## src/rtl/rr_arbiter_4_pkg.sv

```systemverilog
// Shared definitions for the 4-way round-robin arbiter: FSM encoding,
// default hold limit and reset pointer.
package rr_arbiter_4_pkg;

  typedef enum logic [1:0] {
    IDLE  = 2'd0,
    GRANT = 2'd1,
    GAP   = 2'd2
  } state_t;

  localparam int MAX_HOLD_DEF = 15;

  // Pointer resets to 3 so requester 0 is searched first.
  localparam logic [1:0] LAST_ID_RST = 2'd3;

  function automatic logic [3:0] grant_lines(input logic [1:0] id);
    return ~(4'b0001 << id);
  endfunction

endpackage

```

## src/rtl/rr_arbiter_4_pick.sv

```systemverilog
// Combinational round-robin pick: searches from (last_id+1) mod 4 upward,
// wrapping, and reports the first set request.
module rr_pick4 (
  input  logic [3:0] req,
  input  logic [1:0] last_id,
  output logic       any,
  output logic [1:0] win_id
);

  logic [1:0] idx;

  // Walk from lowest to highest priority so the highest-priority hit lands last.
  always_comb begin
    any    = |req;
    win_id = last_id;
    idx    = last_id;
    for (int k = 4; k >= 1; k--) begin
      idx = last_id + k[1:0];
      if (req[idx]) win_id = idx;
    end
  end

endmodule

```

## src/rtl/rr_arbiter_4.sv

```systemverilog
// Four-requester round-robin arbiter with active-low grants, a hold limit
// with timeout pulse, and a one-cycle break-before-make gap.
module rr_arbiter_4
  import rr_arbiter_4_pkg::*;
#(
  parameter int MAX_HOLD = MAX_HOLD_DEF
) (
  input  logic       clk,
  input  logic       rst,
  input  logic       en,
  input  logic [3:0] req,
  input  logic       done,
  output logic [3:0] gnt_n,
  output logic [1:0] gnt_id,
  output logic       busy,
  output logic       timeout
);

  localparam int HW = $clog2(MAX_HOLD + 1);
  localparam logic [HW-1:0] LIMIT = HW'(MAX_HOLD - 1);

  state_t        state, state_d;
  logic [HW-1:0] hold, hold_d;
  logic [1:0]    last_id, last_d;
  logic          armed;
  logic [3:0]    gnt_n_d;
  logic [1:0]    gnt_id_d;
  logic          busy_d, timeout_d;
  logic          any;
  logic [1:0]    win_id;
  logic          limit, still_req;

  rr_pick4 u_pick (
    .req     (req),
    .last_id (last_id),
    .any     (any),
    .win_id  (win_id)
  );

  assign limit     = (hold == LIMIT);
  assign still_req = req[gnt_id];

  // armed blocks arbitration on the first edge after reset release.
  always_ff @(posedge clk or posedge rst) begin
    if (rst) begin
      state   <= IDLE;
      hold    <= '0;
      last_id <= LAST_ID_RST;
      armed   <= 1'b0;
      gnt_n   <= 4'b1111;
      gnt_id  <= 2'd0;
      busy    <= 1'b0;
      timeout <= 1'b0;
    end else begin
      state   <= state_d;
      hold    <= hold_d;
      last_id <= last_d;
      armed   <= 1'b1;
      gnt_n   <= gnt_n_d;
      gnt_id  <= gnt_id_d;
      busy    <= busy_d;
      timeout <= timeout_d;
    end
  end

  always_comb begin
    state_d   = state;
    hold_d    = hold;
    last_d    = last_id;
    gnt_n_d   = 4'b1111;
    gnt_id_d  = gnt_id;
    busy_d    = 1'b0;
    timeout_d = 1'b0;
    case (state)
      IDLE: begin
        if (armed && en && any) begin
          state_d  = GRANT;
          hold_d   = '0;
          last_d   = win_id;
          gnt_id_d = win_id;
          gnt_n_d  = grant_lines(win_id);
          busy_d   = 1'b1;
        end
      end
      GRANT: begin
        if (done || !still_req || !en || limit) begin
          state_d   = GAP;
          hold_d    = '0;
          timeout_d = !done && still_req && en && limit;
        end else begin
          hold_d  = hold + 1'b1;
          gnt_n_d = gnt_n;
          busy_d  = 1'b1;
        end
      end
      GAP:     state_d = IDLE;
      default: state_d = IDLE;
    endcase
  end

endmodule

```

## config.mk

```make
export PLATFORM = sky130hd
export DESIGN_NAME = rr_arbiter_4
export DESIGN_NICKNAME = d
export VERILOG_FILES = /design/src/rtl/rr_arbiter_4_pkg.sv /design/src/rtl/rr_arbiter_4_pick.sv /design/src/rtl/rr_arbiter_4.sv
export SDC_FILE = /design/constraint.sdc
export NUM_CORES = 1
export LEC_CHECK = 0
export ABC_AREA = 1
export BUFFER_PORTS_ARGS = -buffer_cell sky130_fd_sc_hd__buf_2
export CAP_MARGIN = 0
export CORE_ASPECT_RATIO = 0.7
export CORE_MARGIN = 3
export CORE_UTILIZATION = 49
export CTS_CLUSTER_DIAMETER = 40
export DETAILED_ROUTE_END_ITERATION = 7
export GPL_TIMING_DRIVEN = 1
export PLACE_DENSITY = 0.82
export RECOVER_POWER = 50
export SKIP_LAST_GASP = 1
export SLEW_MARGIN = 40
export SYNTH_ARGS = -nofsm -noshare
export SYNTH_HDL_FRONTEND = slang
export SYNTH_SLANG_ARGS = --single-unit
```

## constraint.sdc

```tcl
create_clock -name clk -period 1.3 [get_ports clk]
set_input_delay 0.065 -clock clk [delete_from_list [all_inputs] [get_ports clk]]
set_output_delay 0.065 -clock clk [all_outputs]
set_load 0.02 [all_outputs]
```

==> results.md <==
- CP max stage delay: 600 ps
- Number of synthesized register bits: 17
- Share of cells above drive strength 1: 0.548
- Global-route wire length before repair: 4.37 mm
- Overall Global Routing Usage: 0.220
- Min-delay worst type: input port to flip-flop
- Syn Inst Count: 134
- Nature of the critical path startpoint: flip-flop
- CP Data Required Time: 1540 ps
- Post-Place Setup Slack: -215 ps
- Fin cells: 199
- Fmax: 629 MHz
- Largest net degree at the start of global routing: 18
- Clk pin slew, worst setup/hold paths: 110 ps
- Area growth syn-to-layout: 49.9%
- Core box area: 1900 um^2
- CP endpoint kind: flip-flop
- Starting Density: 0.530
- Setup tns final: -2160 ps
- Grt met2 use: 0.349
- Synth warn: 0
- Iteration-0 DRC Markers: 55
- Critical Path AT: 1830 ps
- Failing checks: setup timing
- Register area share after synthesis: 0.429
- CTS H-tree depth: 1
- Global route hottest layer: met2
- DRC: 0
- Core Rows: 13
- Worst Path Class, Setup: flip-flop to flip-flop
- Die height: 44.0 um
- Mapped cell area: 1010 um^2
- Worst IR Drop VDD: 0.00189 V
- Die ar.: 2650 um^2
- Placement Cell Area: 1220 um^2
- First-pass iteration count of the detailed router: 4
- Design Area, Final: 1510 um^2
- Clock buffer depth: 2
- Net count after synthesis: 144
- Slew Limit Fails: 0
- Nets: 188
- Rel. slew slack: 0.387
- Vias in the first global route: 971
- Placed insts: 184
- Die X: 60.2 um
- TritonCTS Buffers: 3
- R2R setup slack: -290 ps
- Routed Antenna Nets: 0
- Met1 Use GR: 0.298
- Slowest cell on crit path: dfstp_2
- Fin Clk Skew: 11.6 ps
- Final setup fails: 12
- Clock sink count: 17
- Status: finished, violations left
- Util after Layout: 0.794
- I/O Pins: 16
- TritonCTS clock tree: built
- PwrDens: 1890 nW/um^2
- Skew-Pair Late Insertion Delay: 300 ps
- GRT overflow: 0
- Worst slew pin tran: 920 ps
- Via density: 5.33
- N_diodes: 0
- IO buf count: 15
- Final min period: 1590 ps
- Initial antenna violation count: 0
- Setup WS post-layout: -289 ps
- Routability cong.: 0.841
- Yosys cell types: 24
- Unrepaired setup endpoints after global routing: yes
- Fin. Hold Viols: 0
- HPWL after DPL: 1.78 mm
- Synth Area per Inst: 7.53 um^2
- Static leakage: 0.000758 uW
- Final wirelength: 3.01 mm
- CP Max Fanout: 5
- Fin crit share: 1.22
- Per-cell routed wire length: 15.1 um
- Clock Tree Root: clkbuf_4
- CP Cell Sequence: inv_1 > nand2_1 > nand2_2 > nand2_2 > nand2_1 > inv_2 > nand3_2 > nand2_1 > nand3_1 > nand2_1 > inv_1
- Via count: 1,060
- Global Route met3 Usage: 0.0536
- Critical Path Most Common Cell: nand2_1
- MaxCap Viol Count: 0
synthesized netlist by cell type:
| master | count | area (um^2) |
|---|---|---|
| nand3b_1 | 1 | 7.51 |
| inv_1 | 20 | 75.1 |
| dfrtp_1 | 11 | 275 |
| nand2_1 | 43 | 161 |
| nand2_2 | 3 | 18.8 |
| a21oi_1 | 2 | 10.0 |
| nor2_2 | 2 | 12.5 |
| buf_6 | 1 | 11.3 |
| inv_2 | 2 | 7.51 |
| inv_8 | 1 | 11.3 |
| nand3_1 | 13 | 65.1 |
| nand4_4 | 1 | 21.3 |
| ha_1 | 2 | 25.0 |
| nor3_1 | 1 | 5.00 |
| or2_2 | 2 | 12.5 |
| o21ai_2 | 1 | 8.76 |
| nor2_1 | 9 | 33.8 |
| nor3_4 | 1 | 16.3 |
| dfstp_2 | 6 | 158 |
| nand4_1 | 1 | 6.26 |
| conb_1 | 1 | 3.75 |
| nand3_2 | 2 | 20.0 |
| or2_1 | 2 | 12.5 |
| o21ai_0 | 6 | 30.0 |
layout make-up:
cell class | instances | area, um^2
repair buffers | 40 | 278
fillers | 101 | 392
well taps | 22 | 27.5
inverters | 23 | 98.8
clock buffers | 4 | 26.3
multi-input cells | 93 | 647
flip-flops and latches | 17 | 434
worst max-delay path: cells and delay by family (launching register included):
| family | cells | cell delay [ps] |
|---|---|---|
| buffers and inverters | 3 | 230 |
| AND/OR/NAND/NOR | 8 | 710 |
| flip-flops | 1 | 600 |
sequential cells by signal, indices dropped and copies added, names as in the netlist:
name and flops:
busy 1, armed 1, hold 4, gnt_id 2, gnt_n 4, state 2, timeout 1, last_id 2
cells in the final DEF, fill, tap and decap left out, types with 4 or more instances in the layout:
master	count
buf_2	15
buf_4	21
dfrtp_1	10
dfstp_2	6
inv_1	17
inv_2	4
nand2_1	24
nand2_2	16
nand2_4	6
nand3_1	6
nand3_2	7
nor2_1	7
through the flow:
stage | hold WS, ps | total power, uW
6_report | 286 | 2860
3_5_place_dp | 91.7 | 1900
3_3_place_gp | 79.1 | 1870
2_1_floorplan | -13.4 | 1590
5_1_grt | 272 | 3020
4_1_cts | 154 | 2440
cells by family (layout without fill, tap and decap cells):
| kind of cell | after synthesis | after routing | share of synthesized area |
|---|---|---|---|
| simple gates | 81 | 81 | 0.390 |
| buf+inv | 24 | 67 | 0.104 |
| flops | 17 | 17 | 0.429 |
| compound gates | 9 | 9 | 0.0484 |
| fa+ha+maj | 2 | 2 | 0.0248 |
| other cells | 1 | 1 | 0.00372 |
power breakdown:
| part | internal [uW] | total, uW | switching, uW |
|---|---|---|---|
| registers | 679 | 818 | 139 |
| logic | 669 | 1740 | 1070 |
| clock network | 120 | 299 | 179 |
| total | 1470 | 2860 | 1390 |
what timing repair did:
item                                   CTS  global route
pin swaps                               10            14
buffers inserted                         2             8
resized for setup                       26            27
hold buffers                             1             0
setup endpoints to repair               13            15
endpoints found under the hold margin   17             0
path summary, 6_finish.rpt:
path / to / start / cells past startpoint
max: gnt_n[2] / last_id[1] / 11
min: last_id[0] / en / 5
max reg2reg: gnt_n[2] / last_id[1] / 11
min reg2reg: gnt_n[3] / gnt_n[3] / 2
max in group asynchronous: gnt_id[0] / rst / 4
min in group asynchronous: hold[1] / rst / 4
metal layers:
metal	vias up	wire length, um
li1	498	-
met2	50	1410
met5	-	0
met1	506	1340
met4	0	32
met3	6	229
Power figures use the tool's default switching activity.
